## src/rtl/pwm_pkg.sv

```systemverilog
// Shared definitions for the PWM button front end and the PWM controller benches.
package pwm_pkg;

    // Bit positions of the four command channels on btn_i / pulse_o / level_o
    localparam int unsigned BTN_INC_DUTY = 0;
    localparam int unsigned BTN_DEC_DUTY = 1;
    localparam int unsigned BTN_INC_FREQ = 2;
    localparam int unsigned BTN_DEC_FREQ = 3;
    localparam int unsigned BTN_NUM      = 4;

    // Default timing, in clock cycles
    localparam int DEF_DEB_CNT    = 200;
    localparam int DEF_CNT_W      = 16;
    localparam int DEF_RPT_EN     = 1;
    localparam int DEF_RPT_DELAY  = 5000;
    localparam int DEF_RPT_PERIOD = 1000;

    // Hold-to-repeat phase: waiting for the first repeat, or in the periodic phase
    typedef enum logic [0:0] {
        PH_DELAY  = 1'b0,
        PH_PERIOD = 1'b1
    } rpt_phase_e;

    // Contradictory commands of one pair cancel each other; a lone command passes
    function automatic logic [1:0] pair_excl(input logic [1:0] raw);
        logic [1:0] res;
        case (raw)
            2'b11:   res = 2'b00;
            2'b01:   res = 2'b01;
            2'b10:   res = 2'b10;
            default: res = 2'b00;
        endcase
        return res;
    endfunction

endpackage

```

## src/rtl/btn_debounce.sv

```systemverilog
// One button channel: 2-flop synchroniser, debounce counter, press edge and
// hold-to-repeat timer. raw_pulse is high for one cycle per press or repeat.
module btn_debounce
    import pwm_pkg::*;
#(
    parameter int DEB_CNT    = DEF_DEB_CNT,
    parameter int CNT_W      = DEF_CNT_W,
    parameter int RPT_EN     = DEF_RPT_EN,
    parameter int RPT_DELAY  = DEF_RPT_DELAY,
    parameter int RPT_PERIOD = DEF_RPT_PERIOD
) (
    input  logic clk,
    input  logic rst,
    input  logic btn,
    output logic level,
    output logic raw_pulse
);

    // Repeat spacing is forced to at least 2 cycles so a pulse can never follow a pulse
    localparam int RPT_DELAY_EFF  = (RPT_DELAY  < 2) ? 2 : RPT_DELAY;
    localparam int RPT_PERIOD_EFF = (RPT_PERIOD < 2) ? 2 : RPT_PERIOD;

    localparam logic [CNT_W-1:0] DEB_LAST    = CNT_W'(DEB_CNT - 1);
    localparam logic [CNT_W-1:0] DELAY_LAST  = CNT_W'(RPT_DELAY_EFF - 1);
    localparam logic [CNT_W-1:0] PERIOD_LAST = CNT_W'(RPT_PERIOD_EFF - 1);
    localparam logic [CNT_W-1:0] CNT_ZERO    = {CNT_W{1'b0}};
    localparam logic [CNT_W-1:0] CNT_MAX     = {CNT_W{1'b1}};

    // Counters stick at all-ones rather than wrapping
    function automatic logic [CNT_W-1:0] sat_inc(input logic [CNT_W-1:0] v);
        logic [CNT_W-1:0] res;
        if (v == CNT_MAX) begin
            res = v;
        end else begin
            res = v + CNT_W'(1);
        end
        return res;
    endfunction

    logic             sync1_r;
    logic             sync2_r;
    logic             level_r;
    logic             pulse_r;
    logic [CNT_W-1:0] deb_cnt_r;
    logic [CNT_W-1:0] rpt_cnt_r;
    rpt_phase_e       phase_r;

    logic             level_s;
    logic             pulse_s;
    logic [CNT_W-1:0] deb_cnt_s;
    logic [CNT_W-1:0] rpt_cnt_s;
    rpt_phase_e       phase_s;

    // State register: synchroniser, accepted level, counters, phase and pulse
    always_ff @(posedge clk or negedge rst) begin
        if (!rst) begin
            sync1_r   <= 1'b0;
            sync2_r   <= 1'b0;
            level_r   <= 1'b0;
            pulse_r   <= 1'b0;
            deb_cnt_r <= CNT_ZERO;
            rpt_cnt_r <= CNT_ZERO;
            phase_r   <= PH_DELAY;
        end else begin
            sync1_r   <= btn;
            sync2_r   <= sync1_r;
            level_r   <= level_s;
            pulse_r   <= pulse_s;
            deb_cnt_r <= deb_cnt_s;
            rpt_cnt_r <= rpt_cnt_s;
            phase_r   <= phase_s;
        end
    end

    // Next state: debounce acceptance, press edge and repeat scheduling
    always_comb begin
        level_s   = level_r;
        deb_cnt_s = CNT_ZERO;
        pulse_s   = 1'b0;
        rpt_cnt_s = CNT_ZERO;
        phase_s   = PH_DELAY;

        // A sample equal to the accepted level restarts the count
        if (sync2_r == level_r) begin
            deb_cnt_s = CNT_ZERO;
        end else if (deb_cnt_r >= DEB_LAST) begin
            level_s   = sync2_r;
            deb_cnt_s = CNT_ZERO;
        end else begin
            deb_cnt_s = sat_inc(deb_cnt_r);
        end

        // Released (or releasing this cycle): timer idle, no pulse
        if (!level_s) begin
            pulse_s   = 1'b0;
            rpt_cnt_s = CNT_ZERO;
            phase_s   = PH_DELAY;
        end else if (!level_r) begin
            // Press edge: issue the press pulse and start the repeat timer
            pulse_s   = 1'b1;
            rpt_cnt_s = CNT_ZERO;
            phase_s   = PH_DELAY;
        end else if (RPT_EN != 0) begin
            case (phase_r)
                PH_DELAY: begin
                    if (rpt_cnt_r >= DELAY_LAST) begin
                        pulse_s   = 1'b1;
                        rpt_cnt_s = CNT_ZERO;
                        phase_s   = PH_PERIOD;
                    end else begin
                        rpt_cnt_s = sat_inc(rpt_cnt_r);
                        phase_s   = PH_DELAY;
                    end
                end
                PH_PERIOD: begin
                    if (rpt_cnt_r >= PERIOD_LAST) begin
                        pulse_s   = 1'b1;
                        rpt_cnt_s = CNT_ZERO;
                        phase_s   = PH_PERIOD;
                    end else begin
                        rpt_cnt_s = sat_inc(rpt_cnt_r);
                        phase_s   = PH_PERIOD;
                    end
                end
                default: begin
                    rpt_cnt_s = CNT_ZERO;
                    phase_s   = PH_DELAY;
                end
            endcase
        end else begin
            rpt_cnt_s = CNT_ZERO;
            phase_s   = PH_DELAY;
        end
    end

    assign level     = level_r;
    assign raw_pulse = pulse_r;

endmodule

```

## src/rtl/pwm_btn_cond_chk.sv

```systemverilog
// Configuration checker: rejects parameter sets the counters cannot represent.
module pwm_btn_cond_chk #(
    parameter int DEB_CNT    = 200,
    parameter int CNT_W      = 16,
    parameter int RPT_DELAY  = 5000,
    parameter int RPT_PERIOD = 1000
) ();

    localparam longint CNT_LIMIT = (64'sd1 <<< CNT_W) - 64'sd1;

    if (DEB_CNT < 2) begin : g_deb_small
        $error("pwm_btn_cond: DEB_CNT must be at least 2");
    end
    if (RPT_DELAY < 1 || RPT_PERIOD < 1) begin : g_rpt_small
        $error("pwm_btn_cond: RPT_DELAY and RPT_PERIOD must be at least 1");
    end
    if (longint'(DEB_CNT) > CNT_LIMIT || longint'(RPT_DELAY) > CNT_LIMIT ||
        longint'(RPT_PERIOD) > CNT_LIMIT) begin : g_cnt_range
        $error("pwm_btn_cond: timing parameter exceeds CNT_W counter range");
    end

endmodule

```

## src/rtl/pwm_btn_cond.sv

```systemverilog
// Four-channel button conditioner feeding the PWM controller: debounced levels
// plus one-cycle command pulses with contradictory pairs cancelled.
module pwm_btn_cond
    import pwm_pkg::*;
#(
    parameter int DEB_CNT    = DEF_DEB_CNT,
    parameter int CNT_W      = DEF_CNT_W,
    parameter int RPT_EN     = DEF_RPT_EN,
    parameter int RPT_DELAY  = DEF_RPT_DELAY,
    parameter int RPT_PERIOD = DEF_RPT_PERIOD
) (
    input  logic       clk,
    input  logic       rst,
    input  logic [3:0] btn_i,
    output logic [3:0] pulse_o,
    output logic [3:0] level_o
);

    logic [3:0] level_s;
    logic [3:0] raw_pulse_s;
    logic [3:0] pulse_nxt_s;
    logic [3:0] pulse_r;
    logic [3:0] level_r;

    for (genvar g = 0; g < 4; g++) begin : g_ch
        btn_debounce #(
            .DEB_CNT   (DEB_CNT),
            .CNT_W     (CNT_W),
            .RPT_EN    (RPT_EN),
            .RPT_DELAY (RPT_DELAY),
            .RPT_PERIOD(RPT_PERIOD)
        ) u_deb (
            .clk      (clk),
            .rst      (rst),
            .btn      (btn_i[g]),
            .level    (level_s[g]),
            .raw_pulse(raw_pulse_s[g])
        );
    end

    pwm_btn_cond_chk #(
        .DEB_CNT   (DEB_CNT),
        .CNT_W     (CNT_W),
        .RPT_DELAY (RPT_DELAY),
        .RPT_PERIOD(RPT_PERIOD)
    ) u_chk ();

    // Pair exclusion: duty inc/dec cancel, freq inc/dec cancel, cross pairs pass
    always_comb begin
        pulse_nxt_s = 4'b0000;
        {pulse_nxt_s[BTN_DEC_DUTY], pulse_nxt_s[BTN_INC_DUTY]} =
            pair_excl({raw_pulse_s[BTN_DEC_DUTY], raw_pulse_s[BTN_INC_DUTY]});
        {pulse_nxt_s[BTN_DEC_FREQ], pulse_nxt_s[BTN_INC_FREQ]} =
            pair_excl({raw_pulse_s[BTN_DEC_FREQ], raw_pulse_s[BTN_INC_FREQ]});
    end

    // Output register: keeps pulse_o and level_o glitch-free and aligned
    always_ff @(posedge clk or negedge rst) begin
        if (!rst) begin
            pulse_r <= 4'b0000;
            level_r <= 4'b0000;
        end else begin
            pulse_r <= pulse_nxt_s;
            level_r <= level_s;
        end
    end

    assign pulse_o = pulse_r;
    assign level_o = level_r;

endmodule

```

## config.mk

```make
export PLATFORM = sky130hd
export DESIGN_NAME = pwm_btn_cond
export DESIGN_NICKNAME = d
export VERILOG_FILES = /design/src/rtl/pwm_pkg.sv /design/src/rtl/btn_debounce.sv /design/src/rtl/pwm_btn_cond_chk.sv /design/src/rtl/pwm_btn_cond.sv
export SDC_FILE = /design/constraint.sdc
export NUM_CORES = 1
export LEC_CHECK = 0
export ABC_AREA = 0
export BUFFER_PORTS_ARGS = -buffer_cell sky130_fd_sc_hd__buf_2
export CORE_AREA = 2 2 121 123
export CTS_BUF_LIST = sky130_fd_sc_hd__clkbuf_8
export DETAILED_ROUTE_END_ITERATION = 10
export DIE_AREA = 0 0 123 125
export GPL_ROUTABILITY_DRIVEN = 0
export PLACE_DENSITY_LB_ADDON = 0.15
export SLEW_MARGIN = 0
export SYNTH_ARGS = -nofsm -noshare
export SYNTH_HDL_FRONTEND = slang
export SYNTH_SLANG_ARGS = --single-unit
```

## constraint.sdc

```tcl
create_clock -name clk -period 2.3 [get_ports clk]
set_input_delay 0.115 -clock clk [delete_from_list [all_inputs] [get_ports clk]]
set_output_delay 0.115 -clock clk [all_outputs]
set_load 0.05 [all_outputs]
```

==> Word level (Yosys, flattened, before mapping) <==
Cells that the tools add are included.
{ "op_classes": {"muxes": 78, "eq_ne": 20, "add_sub_neg": 8, "bitwise_logic": 4, "order_cmp": 12} }
{ "ops": {"columns": ["operator", "n"], "rows": [
  ["16-bit two-way mux", 32],
  ["16-bit by 1-bit adder with 16-bit output, second input constant", 8],
  ["16-bit equality test, second input constant", 8],
  ["16-bit case mux with 2 select lines", 4],
  ["16-bit by 10-bit >= comparator with 1-bit output, second input constant", 4],
  ["16-bit by 13-bit >= comparator with 1-bit output, second input constant", 4],
  ["16-bit by 8-bit >= comparator with 1-bit output, second input constant", 4],
  ["1-bit two-way mux", 32],
  ["1-bit case mux with 2 select lines", 8],
  ["3-bit by 1-bit inequality test with 1-bit output, second input constant", 4],
  ["2-bit case mux with 2 select lines", 2],
  ["1-bit equality test", 4],
  ["2-bit by 1-bit equality test with 1-bit output, second input constant", 2],
  ["2-bit equality test, second input constant", 2],
  ["1-bit NOT", 4]
]} }
{ "totals": {"output_inout_bits": 8, "ff_bits": 156, "elab_cells": 152, "in_bits": 6} }

==> Logic depth before layout (Yosys ltp) <==
Gate-level depths: netlist of the first run.
{ "logic_depth": {"ltp_word": 6, "depth_mapped": 7} }

==> Cells and area by module <==
Synthesis of the first run repeated with hierarchy kept, for this count alone.
{ "hier_totals": {"hier_cells": 592, "area_unflattened_um2": 6741.5} }
{ "modules_own_cells": {"columns": ["module", "n_inst", "seq_area_each_um2", "area_per_inst_um2", "cells_per_inst"], "rows": [
  ["btn_debounce", 4, 925.9, 1626.6, 145],
  ["pwm_btn_cond", 1, 200.2, 235.2, 12]
]} }

==> Least setup slack after synthesis of the first run <==
No wires, ideal clock.
{ "synth_path": {"path_type": "reg2reg", "from": "reg g_ch[2].u_deb.deb_cnt_r[0]", "to": "reg g_ch[2].u_deb.rpt_cnt_r[0]", "required_ns": 2.195, "stages_incl_launch_ff": 7, "synth_period_minus_slack_ns": 1.905, "path_slack_ns": 0.395, "setup_time_ns": 0.105, "arrival_time_ns": 1.799, "cell_sequence": "dfrtp_1 -> ha_1 -> a2111oi_2 -> o211ai_1 -> a21o_1 -> buf_4 -> nor4b_1"} }
{ "synth_via": {"elab_chain_len": 4} }
{ "synth_lines": {"columns": ["item", "line_no", "rtl"], "rows": [
  ["from (decl)", "btn_debounce.sv:44", "logic [CNT_W-1:0] deb_cnt_r;"],
  ["from (signal assigned)", "btn_debounce.sv:69", "deb_cnt_r <= deb_cnt_s;"],
  ["16-bit by 8-bit >= comparator with 1-bit output", "btn_debounce.sv:86", "end else if (deb_cnt_r >= DEB_LAST) begin"],
  ["1-bit two-way mux", "btn_debounce.sv:86", null],
  ["1-bit two-way mux", "btn_debounce.sv:84", "if (sync2_r == level_r) begin"],
  ["16-bit two-way mux", "btn_debounce.sv:94", "if (!level_s) begin"],
  ["via g_ch[2].u_deb.rpt_cnt_s[0]", "btn_debounce.sv:51", "logic [CNT_W-1:0] rpt_cnt_s;"],
  ["to (signal assigned)", "btn_debounce.sv:70", "rpt_cnt_r <= rpt_cnt_s;"],
  ["to (decl)", "btn_debounce.sv:45", "logic [CNT_W-1:0] rpt_cnt_r;"]
]} }
The timed path passes the listed nets, and every way through them passes these cells.
A chain may end at the register's enable or synchronous reset.

==> Final worst setup path of the first run <==
{ "layout_path": {"from": "reg g_ch[1].u_deb.rpt_cnt_r[0]", "to": "reg g_ch[1].u_deb.rpt_cnt_r[7]"} }
{ "layout_via": {"elab_chain_len": 6, "word_cells_on_any_way": 10, "cone_classes": "1 x add/sub; 2 x order compare; 1 x eq/ne; 6 x mux"} }
{ "layout_lines": {"columns": ["item", "line_no", "rtl"], "rows": [
  ["from (decl)", "btn_debounce.sv:45", null],
  ["from (signal assigned)", "btn_debounce.sv:70", null],
  ["16-bit by 1-bit adder with 16-bit output / 16-bit equality test (equally long branches)", "btn_debounce.sv:35, btn_debounce.sv:32", null],
  ["16-bit two-way mux", "btn_debounce.sv:32", "if (v == CNT_MAX) begin"],
  ["16-bit two-way mux, on equally long branches", "btn_debounce.sv:116, btn_debounce.sv:106", null],
  ["16-bit case mux with 2 select lines (*)", "btn_debounce.sv:104", "case (phase_r)"],
  ["16-bit two-way mux (*)", "btn_debounce.sv:98", "end else if (!level_r) begin"],
  ["16-bit two-way mux (*)", "btn_debounce.sv:94", null],
  ["via g_ch[1].u_deb.rpt_cnt_s[7]", "btn_debounce.sv:51", null]
]} }
The timed path passes the listed nets; every way through them passes the cells marked *.

==> metrics.csv, run 1 <==
metric,value,unit
fin_util,54.93,%
crit_chain,ha_1 > a211o_1 > a41oi_1 > o211ai_4 > a2111oi_1,
fmax,460.5,MHz
grt-ovfl-total,0,
setup_viol,0,
reg.largest.list,"g_ch.u_deb.deb_cnt_r x64, g_ch.u_deb.rpt_cnt_r x64",
regArea,3904,um^2
clk_latency,440,ps
portBuffers,13,
dr_wl_met2,5.875,mm
syn_avg_cell_area,11.10,um^2
wl,12.43,mm
track_usage,17.92,%
crit_start,g_ch[1].u_deb.rpt_cnt_r[0],
timing.final.ws_setup,128.5,ps
syn_inst,625,
final_cell_mix,"156 x dfrtp_1, 59 x nor2_1, 44 x conb_1",
die_h,125,um
final_antenna_net_count,0,
grt_pass1_wl,22.20,mm
ir_drop,0.0005102,V
worstPathMaxFanout,14,
power,4.831,mW
fillers,1237,
instances_no_fill,890,
io_pins,14,
period_minus_slack,2172,ps
critPathCaptureType,register,
htreeDepth,4,
p_sw,1.214,mW
max_slew_margin,48.72,%
multi_input_area,3049,um^2
grt_pass1_vias,4838,
core,14200,um^2
hold_viol_final,0,
crit_path_start_kind,register,
tritoncts,done,
ys_seq_area_share,56.27,%
critPathTopFamily,compound AO/OA/AOI/OAI gates,
fin_worst_skew,13.64,ps
cts_root_buf,clkbuf_8,
rr_endpoint,g_ch[1].u_deb.rpt_cnt_r[7],
required,2610,ps
pwr-share-clk,37.1,%
start_util,48.85,%
topRoutingLayerUsed,met4,
final_common_cell,dfrtp_1,
swShare,25.13,%
final-max-slew-violation-count,0,
fin_area,7802,um^2
comb_power_share,4.0,%
leakage,3.189,nW
r2r_setup_slack,130,ps
ys_warn_count,0,
drc,0,
drive_gt1_share,12.61,%
synth_ff_type,dfrtp_1,
synth_cell_types,66,
max_stage_delay,420,ps
p_int,3.617,mW
async_flop_share,100.0,%
cts_buffer_depth,2,
crit_buf_inv,0,
synth_area,6938,um^2
clk_pin_slew,80,ps
die_w,123,um
cts.sink_count,156,
period_share,94.41,%
dp_cells,853,
rr_worst_depth,5,
pre_cts_ws,30.98,ps
drt-initial-drc-count,296,
viasPerCell,5.612,
drt_first_pass_iters,4,
post_cts.repair.setup_buffers,0,
grt_max_degree,63,
fp-row-count,44,
num_vias,4995,
critPathArrivalTime,2480,ps
nets,707,
area_growth_syn_to_layout,12.46,%
n_antenna_cell,0,
criticalPathCategory,register to register,
dp_hpwl,8.406,mm
post_drt_wl_per_cell,13.96,um
worst_slew_pin_slew,766.7,ps
cpMaxStageDelayCell,dfrtp_1,
hp-class,input port to asynchronous set/reset pin,
synth_seq_cells,156,
synth_edf_count,0,
antenna_found_initial,0,
placed_area,7371,um^2
p_seq_share,58.9,%
dieArea,15380,um^2
cap_violations,0,
status,"complete, no violations",
cts_buffers,17,
power.density,619.2,nW/um^2
dr_wl_met3,407,um
met1Wirelength,6.029,mm
reg2reg_from,g_ch[1].u_deb.rpt_cnt_r[0],
power groups by stage:
stage | logic, mW | clock network (mW) | registers (mW)
3_3_place_gp | 0.186 | 0 | 2.90
2_1_floorplan | 0.0693 | 0 | 2.92
6_report | 0.191 | 1.79 | 2.85
4_1_cts | 0.194 | 1.87 | 2.85
3_5_place_dp | 0.187 | 0 | 2.90
5_1_grt | 0.219 | 2.01 | 2.86
per-stage QoR:
step / setup TNS [ps] / hold WS [ps]
after floorplan: 0 / -180.6
after global placement: 0 / 136.3
after detailed placement: 0 / 143.5
after CTS: 0 / 220.2
after global routing: -5.035 / 244.5
final: 0 / 211.1
synth_stat cells, drive strengths merged (8+ instances only):
cell type	count	area, um^2
and4	10	87.58
clkbuf	11	42.54
o21ai	11	55.05
buf	10	67.56
nand3	33	165.2
inv	17	63.81
a31oi	14	93.84
dfrtp	156	3904
xor2	22	192.7
a21oi	13	68.82
ha	8	100.1
nor3	36	200.2
or4	8	67.56
a211oi	19	142.6
nand4	21	137.6
a2111oi	12	125.1
nor2	59	221.5
and3	19	118.9
nor4	32	265.3
nand2	25	93.84
worst register-to-register path: cells and delay by family, from the launching register on:
family,cells,cell delay [ps]
fa+ha+maj,1,280
compound gates,4,1360
flops,1,420
how the worst max path moves through the flow:
stage,cells after the start,slack [ps],end
after floorplan,6,400,g_ch[2].u_deb.rpt_cnt_r[0]
after global placement,5,200,g_ch[2].u_deb.rpt_cnt_r[3]
after detailed placement,5,30,g_ch[1].u_deb.rpt_cnt_r[7]
after CTS,5,30,g_ch[0].u_deb.rpt_cnt_r[4]
after global routing,5,-5,g_ch[1].u_deb.rpt_cnt_r[7]
final,5,130,g_ch[1].u_deb.rpt_cnt_r[7]
kinds of logic (layout without fill, tap and decap cells):
logic type | Yosys count | in the layout | synth area share [%]
adders and majority gates | 8 | 8 | 1.443
other | 1 | 44 | 0.05405
muxes | 9 | 9 | 1.371
and+or+nand+nor | 276 | 276 | 23.01
xor gates and xnor gates | 29 | 29 | 3.661
AOI/OAI and AO/OA | 108 | 108 | 11.69
buffers and inverters | 38 | 76 | 2.507
DFF | 156 | 156 | 56.27
area by class of cell:
class / instances / share of cell area (%)
clock buffer: 17 / 2.999
clock inverter: 15 / 1.539
inverter: 17 / 0.8178
multi-input combinational: 474 / 39.08
sequential: 156 / 50.03
tap: 184 / 2.951
timing repair buffer: 27 / 2.582
per-layer routing:
| layer | GRT usage [%] | vias up |
|---|---|---|
| met1 | 24.94 | 2475 |
| met2 | 27.36 | 60 |
| met4 | 5.882 | 0 |
| met3 | 4.881 | 7 |
| met5 | 0 | - |
| li1 | - | 2453 |
timing repair:
item	CTS	global route
hold buffers	5	0
endpoints found under the setup margin	0	30
resized for setup	0	10
endpoints found under the hold margin	63	0
No activity file was read; power rests on OpenSTA's default activity.
==> run 2: changes to the inputs <==
--- a/config.mk
+++ b/config.mk
@@ -12,6 +12,7 @@
 export DETAILED_ROUTE_END_ITERATION = 10
 export DIE_AREA = 0 0 123 125
 export GPL_ROUTABILITY_DRIVEN = 0
+export GPL_TIMING_DRIVEN = 0
 export PLACE_DENSITY_LB_ADDON = 0.15
 export SLEW_MARGIN = 0
 export SYNTH_ARGS = -nofsm -noshare
==> run 2 against run 1 <==
  * Die area unchanged
  * Clock skew is 4.4 ps lower
  * Critical endpoint is now g_ch[1].u_deb.rpt_cnt_r[6]
  * Flip-flop and latch count is the same
  * Via count grew 0.48%
  * Largest cell class unchanged
  * Largest power group unchanged
  * Sequential share of layout area shrank 1.1 points
  * First-iteration DRC count rose by 24%
  * Highest routed layer unchanged
  * Worst hold slack improved by 11 ps
  * Fmax increased by 2.3%
  * Combinational power about the same
  * Global-route usage hardly changed
  * Final cell count is 1.3% higher
==> metrics.csv, run 2 (synthesis results as in run 1) <==
metric,value,unit,change
io_pins,14,,unchanged
power.density,672.3,nW/um^2,was 619.2 nW/um^2
cts.sink_count,156,,unchanged
rr_worst_depth,6,,was 5
grt_pass1_vias,4894,,"was 4,838"
fmax,471.0,MHz,was 460.5 MHz
r2r_setup_slack,180,ps,was 130 ps
max_stage_delay,420,ps,about the same
drt-initial-drc-count,368,,was 296
comb_power_share,3.6,%,was 4.0%
grt_pass1_wl,22.13,mm,was 22.20 mm
die_w,123,um,unchanged
fin_hold_ws,221.6,ps,was 211.1 ps
swShare,22.42,%,was 25.13%
post_cts.repair.setup_buffers,0,,unchanged
worstPathMaxFanout,10,,was 14
portBuffers,13,,unchanged
nets,720,,was 707
pwr-share-clk,43.3,%,was 37.1%
setup_viol,0,,unchanged
start_util,48.85,%,unchanged
final_common_cell,dfrtp_1,,unchanged
grt-ovfl-total,0,,unchanged
reg2reg_from,g_ch[1].u_deb.rpt_cnt_r[0],,unchanged
core,14200,um^2,unchanged
crit_path_start_kind,register,,unchanged
cts_root_buf,clkbuf_8,,unchanged
p_sw,1.201,mW,was 1.214 mW
required,2630,ps,was 2610 ps
critPathArrivalTime,2450,ps,was 2480 ps
clk_latency,450,ps,was 440 ps
track_usage,17.89,%,was 17.92%
ir_drop,0.0004663,V,was 0.0005102 V
htreeDepth,4,,unchanged
period_share,92.31,%,was 94.41%
crit_chain,ha_1 > a211o_1 > a41oi_1 > o211ai_2 > buf_6 > nor4_1,,was ha_1 > a211o_1 > a41oi_1 > o211ai_4 > a2111oi_1
cts_buffer_depth,2,,unchanged
cpMaxStageDelayCell,dfrtp_1,,unchanged
critPathTopFamily,compound AO/OA/AOI/OAI gates,,unchanged
fin_worst_skew,9.294,ps,was 13.64 ps
p_seq_share,53.1,%,was 58.9%
n_antenna_cell,0,,unchanged
num_vias,5019,,"was 4,995"
worst_slew_pin_slew,710.3,ps,was 766.7 ps
post_drt_wl_per_cell,14.08,um,was 13.96 um
critPathCaptureType,register,,unchanged
hp-class,input port to asynchronous set/reset pin,,unchanged
timing.final.ws_setup,176.8,ps,was 128.5 ps
tritoncts,done,,unchanged
final_cell_mix,"156 x dfrtp_1, 59 x nor2_1, 44 x conb_1",,unchanged
drt_first_pass_iters,7,,was 4
hold_viol_final,0,,unchanged
status,"complete, no violations",,unchanged
fin_util,56.12,%,was 54.93%
cts_buffers,17,,unchanged
pre_cts_ws,-78.83,ps,was 30.98 ps
reg.largest.list,"g_ch.u_deb.deb_cnt_r x64, g_ch.u_deb.rpt_cnt_r x64",,unchanged
period_minus_slack,2123,ps,was 2172 ps
max_slew_margin,52.65,%,was 48.72%
fp-row-count,44,,unchanged
cap_violations,0,,unchanged
criticalPathCategory,register to register,,unchanged
final_antenna_net_count,0,,unchanged
die_h,125,um,unchanged
drive_gt1_share,12.67,%,was 12.61%
dieArea,15380,um^2,unchanged
antenna_found_initial,0,,unchanged
grt_max_degree,82,,was 63
dp_hpwl,8.618,mm,was 8.406 mm
clk_pin_slew,90,ps,was 80 ps
crit_buf_inv,1,,was 0
p_int,4.158,mW,was 3.617 mW
drc,0,,unchanged
rr_endpoint,g_ch[1].u_deb.rpt_cnt_r[6],,was g_ch[1].u_deb.rpt_cnt_r[7]
area_growth_syn_to_layout,14.90,%,was 12.46%
wl,12.70,mm,was 12.43 mm
viasPerCell,5.564,,was 5.612
final-max-slew-violation-count,0,,unchanged
leakage,3.312,nW,was 3.189 nW
[run 2: cell types whose count changed in the layout (fill, tap and decap cells not counted), sizes merged]
cell / before / now
clkbuf: 17 / 28
bufinv: 0 / 5
clkinv: 8 / 3
clkinvlp: 5 / 0
inv: 19 / 23
buf: 22 / 24
[run 2: per-layer routing]
| metal | part of all wire, % | vias to the layer above | GRT usage [%] |
|---|---|---|---|
| met5 | 0 | - | 0 |
| met4 | 1.4 | 0 | 6.283 |
| met3 | 3.2 | 17 | 4.836 |
| met2 | 47 | 60 | 27.62 |
| met1 | 48 | 2464 | 24.44 |
| li1 | - | 2478 | - |
[run 2: layout make-up]
| type | instances | area, um^2 |
|---|---|---|
| multi-input cells | 474 | 3062 |
| plain buffers | 21 | 111.4 |
| clock inverters | 14 | 217.7 |
| repair buffers | 19 | 148.9 |
| clock buffers | 17 | 234.0 |
| flip-flops and latches | 156 | 3904 |
| well taps | 184 | 230.2 |
| inverters | 17 | 63.81 |
| fillers | 1235 | 6232 |
[run 2: through the flow]
step	area, um^2	std cells	setup TNS [ps]	power (mW)
5_1_grt	7971	902	-10.38	5.602
6_report	7971	902	0	5.359
4_1_cts	7931	902	0	5.437
3_5_place_dp	7428	866	-225.2	3.092
2_1_floorplan	7099	668	0	2.992
3_3_place_gp	7395	865	-165740	3.080
[run 2: worst reg2reg max path: cells and delay by family, from the launching register on]
kind / cells / cell delay [ps]
AOI/OAI and AO/OA: 3 / 820
adders and majority gates: 1 / 280
buffers and inverters: 1 / 200
DFF: 1 / 420
and+or+nand+nor: 1 / 300
[run 2: worst max-delay path by stage]
stage / start / end / cells after the start
after floorplan: g_ch[2].u_deb.deb_cnt_r[0] / g_ch[2].u_deb.rpt_cnt_r[0] / 6
after global placement: rst / g_ch[3].u_deb.rpt_cnt_r[0] / 1
after detailed placement: g_ch[1].u_deb.deb_cnt_r[0] / g_ch[1].u_deb.rpt_cnt_r[12] / 6
after CTS: g_ch[1].u_deb.deb_cnt_r[0] / g_ch[1].u_deb.rpt_cnt_r[6] / 6
after global routing: g_ch[2].u_deb.rpt_cnt_r[0] / g_ch[2].u_deb.rpt_cnt_r[3] / 7
final: g_ch[1].u_deb.rpt_cnt_r[0] / g_ch[1].u_deb.rpt_cnt_r[6] / 6
[run 2: timing repair]
action	CTS	global route
hold buffers	5	0
endpoints found under the setup margin	4	20
endpoints found under the hold margin	79	0
resized for setup	1	10
pin swaps	0	1
[run 2: power by group through the flow]
| stage | registers (mW) | logic, mW | clock network [mW] |
|---|---|---|---|
| 2_1_floorplan | 2.92 | 0.0693 | 0 |
| 3_3_place_gp | 2.90 | 0.181 | 0 |
| 3_5_place_dp | 2.90 | 0.190 | 0 |
| 4_1_cts | 2.85 | 0.198 | 2.39 |
| 5_1_grt | 2.86 | 0.223 | 2.52 |
| 6_report | 2.85 | 0.194 | 2.32 |
==> run 3: changes to the inputs <==
--- a/config.mk
+++ b/config.mk
@@ -5,15 +5,15 @@
 export SDC_FILE = /design/constraint.sdc
 export NUM_CORES = 1
 export LEC_CHECK = 0
-export ABC_AREA = 0
+export ABC_AREA = 1
 export BUFFER_PORTS_ARGS = -buffer_cell sky130_fd_sc_hd__buf_2
-export CORE_AREA = 2 2 121 123
+export CORE_AREA = 2 2 122 124
 export CTS_BUF_LIST = sky130_fd_sc_hd__clkbuf_8
 export DETAILED_ROUTE_END_ITERATION = 10
-export DIE_AREA = 0 0 123 125
+export DIE_AREA = 0 0 124 126
 export GPL_ROUTABILITY_DRIVEN = 0
 export GPL_TIMING_DRIVEN = 0
-export PLACE_DENSITY_LB_ADDON = 0.15
+export PLACE_DENSITY_LB_ADDON = 0.05
 export SLEW_MARGIN = 0
 export SYNTH_ARGS = -nofsm -noshare
 export SYNTH_HDL_FRONTEND = slang
==> run 3 against run 2 <==
  * Clock power decreased by 23%
  * Highest routed layer unchanged
  * Area after synthesis increased by 1.4%
  * Sequential share of layout area up 0.36 points
  * Clock skew fell by 0.81 ps
  * Critical path type unchanged
  * Worst hold slack improved by 33 ps
  * Combinational power grew 6%
  * Count of clock-buffer cells in the layout grew 2
  * Final cell count grew 22%
  * Setup slack better by 360 ps
==> metrics.csv, run 3 <==
metric,value,unit,change
period_minus_slack,1768,ps,was 2123 ps
rr_worst_depth,10,,was 6
synth_area_leaders,"dfrtp_1 56%, nor2_1 8.5%, nand2_1 8.2%",,"was dfrtp_1 56%, nor2_1 3.2%, xor2_1 2.8%"
clk_pin_slew,70,ps,was 90 ps
ir_drop,0.0004423,V,was 0.0004663 V
crit_buf_inv,2,,was 1
track_usage,17.45,%,was 17.89%
synth_commonest_cells,"159 x nor2_1, 156 x dfrtp_1, 154 x nand2_1, 101 x inv_1, 73 x nand3_1",,"was 156 x dfrtp_1, 59 x nor2_1, 33 x nand3_1, 32 x nor3_1, 25 x nand2_1"
grt_pass1_wl,21.69,mm,was 22.13 mm
fin_util,55.29,%,was 56.12%
grt_max_degree,82,,unchanged
synth_seq_cells,156,,unchanged
portBuffers,13,,unchanged
power,4.827,mW,was 5.359 mW
fmax,565.8,MHz,was 471.0 MHz
synth_top_area_share,55.51,%,was 56.27%
worst_slew_pin_slew,756.3,ps,was 710.3 ps
crit_chain,ha_1 > nand2_1 > nor2_2 > inv_1 > nor2_1 > nand2_1 > nor2_1 > inv_1 > o21ai_0 > nor2_1,,was ha_1 > a211o_1 > a41oi_1 > o211ai_2 > buf_6 > nor4_1
crit_start,g_ch[3].u_deb.rpt_cnt_r[0],,was g_ch[1].u_deb.rpt_cnt_r[0]
drt-initial-drc-count,257,,was 368
cpMaxStageDelayCell,dfrtp_1,,unchanged
core,14310,um^2,"was 14,200 um^2"
critPathTopFamily,simple AND/OR/NAND/NOR gates,,was compound AO/OA/AOI/OAI gates
cts.sink_count,156,,unchanged
pre_cts_ws,542.3,ps,was -78.83 ps
hp-class,input port to asynchronous set/reset pin,,unchanged
viasPerCell,4.766,,was 5.564
dp_hpwl,8.349,mm,was 8.618 mm
n_antenna_cell,0,,unchanged
drc,0,,unchanged
leakage,3.697,nW,was 3.312 nW
dieArea,15620,um^2,"was 15,380 um^2"
hold_viol_final,0,,unchanged
final_common_cell,nor2_1,,was dfrtp_1
die_h,126,um,was 125 um
clk_latency,440,ps,was 450 ps
tritoncts,done,,unchanged
synth_area,7033,um^2,was 6938 um^2
fin_tns_setup,0,ps,unchanged
final_cell_mix,"159 x nor2_1, 156 x dfrtp_1, 154 x nand2_1",,"was 156 x dfrtp_1, 59 x nor2_1, 44 x conb_1"
power.density,610.0,nW/um^2,was 672.3 nW/um^2
crit_path_start_kind,register,,unchanged
max_slew_margin,49.58,%,was 52.65%
start_util,49.13,%,was 48.85%
drive_gt1_share,8.534,%,was 12.67%
fin_worst_skew,8.485,ps,was 9.294 ps
cap_violations,0,,unchanged
antenna_found_initial,0,,unchanged
final-max-slew-violation-count,0,,unchanged
setup_viol,0,,unchanged
worstPathMaxFanout,4,,was 10
yosysMostFrequentCell,nor2_1,,was dfrtp_1
rr_endpoint,g_ch[3].u_deb.rpt_cnt_r[12],,was g_ch[1].u_deb.rpt_cnt_r[6]
io_pins,14,,unchanged
cts_buffer_depth,2,,unchanged
num_vias,5233,,"was 5,019"
die_w,124,um,was 123 um
max_stage_delay,390,ps,was 420 ps
critPathArrivalTime,2100,ps,was 2450 ps
period_share,76.85,%,was 92.31%
fp-row-count,44,,unchanged
status,"complete, no violations",,unchanged
grt_pass1_vias,5056,,"was 4,894"
drt_first_pass_iters,4,,was 7
synth_top_cell_by_area,dfrtp_1,,unchanged
fin_hold_ws,254.2,ps,was 221.6 ps
synth_ff_type,dfrtp_1,,unchanged
syn_avg_cell_area,8.546,um^2,was 11.10 um^2
reg2reg_from,g_ch[3].u_deb.rpt_cnt_r[0],,was g_ch[1].u_deb.rpt_cnt_r[0]
worst_setup_path_endpoint,g_ch[3].u_deb.rpt_cnt_r[12],,was g_ch[1].u_deb.rpt_cnt_r[6]
timing.final.ws_setup,532.4,ps,was 176.8 ps
worst_path_most_repeated_cell,nor2_1,,
nets,918,,was 720
reg.largest.list,"g_ch.u_deb.deb_cnt_r x64, g_ch.u_deb.rpt_cnt_r x64",,unchanged
r2r_setup_slack,530,ps,was 180 ps
synth_cell_types,37,,was 66
wl,11.80,mm,was 12.70 mm
criticalPathCategory,register to register,,unchanged
rsz0062_at_grt,no,,
final_antenna_net_count,0,,unchanged
path_depth,10,,was 6
cts_root_buf,clkbuf_8,,unchanged
synth_edf_count,0,,unchanged
ys_warn_count,0,,unchanged
area_growth_syn_to_layout,12.52,%,was 14.90%
async_flop_share,100.0,%,unchanged
ys_seq_area_share,55.51,%,was 56.27%
grt-ovfl-total,0,,unchanged
syn_inst,823,,was 625
htreeDepth,4,,unchanged
critPathCaptureType,register,,unchanged
post_drt_wl_per_cell,10.75,um,was 14.08 um
required,2630,ps,about the same
cts_buffers,17,,unchanged
cts_resized,0,,was 1
==> run 3: power by group <==
group          switching [mW]  internal (mW)
clock                   0.904          0.876
sequential             0.0314           2.81
combinational           0.155         0.0514
==> run 3: final cells by class <==
cell class / count / area [um^2]
Clock inverter: 10 / 78.83
Multi-Input combinational cell: 602 / 2868
Buffer: 5 / 36.28
Tap cell: 184 / 230.2
Sequential cell: 156 / 3904
Timing Repair Buffer: 19 / 148.9
Inverter: 103 / 386.6
Clock buffer: 19 / 261.5
Fill cell: 1316 / 6400
==> run 3: worst min path at each step <==
stage,startpoint,slack (ps),to
after global placement,btn_i[2],220,g_ch[2].u_deb.sync1_r
final,rst,250,level_o[3]
after detailed placement,rst,210,level_o[3]
after global routing,btn_i[1],280,g_ch[1].u_deb.sync1_r
after CTS,btn_i[2],270,g_ch[2].u_deb.sync1_r
after floorplan,rst,-180,g_ch[0].u_deb.deb_cnt_r[0]
==> run 3: per-stage QoR <==
step / area [um^2] / instances
finish: 7914 / 1098
global route: 7914 / 1098
CTS: 7914 / 1098
detailed placement: 7523 / 1064
global placement: 7490 / 1063
floorplan: 7194 / 866
==> run 3: layer usage <==
metal | up-vias | GRT usage [%] | share of wire (%)
met5 | - | 0 | 0
met4 | 0 | 6.675 | 1.3
met3 | 10 | 4.121 | 2.4
met2 | 45 | 28.83 | 49
met1 | 2428 | 22.22 | 47
li1 | 2750 | - | -
==> run 3: cell families after synthesis <==
family	Yosys count	synth area share, %
and+or+nand+nor	468	29.75
xor gates and xnor gates	16	1.992
AOI/OAI and AO/OA	66	5.266
buffers and inverters	108	6.013
adders and majority gates	8	1.423
other	1	0.05332
DFF	156	55.51
==> run 3: worst reg2reg max path, delay by kind of cell, from the launching register on <==
family	cells	cell delay, ps
flops	1	390
fa+ha+maj	1	200
buf+inv	2	110
compound gates	1	140
simple gates	6	820
==> run 3: timing repair <==
item                      CTS  global route
hold buffers                5             0
setup buffers               0             0
hold endpoints to repair   84             0
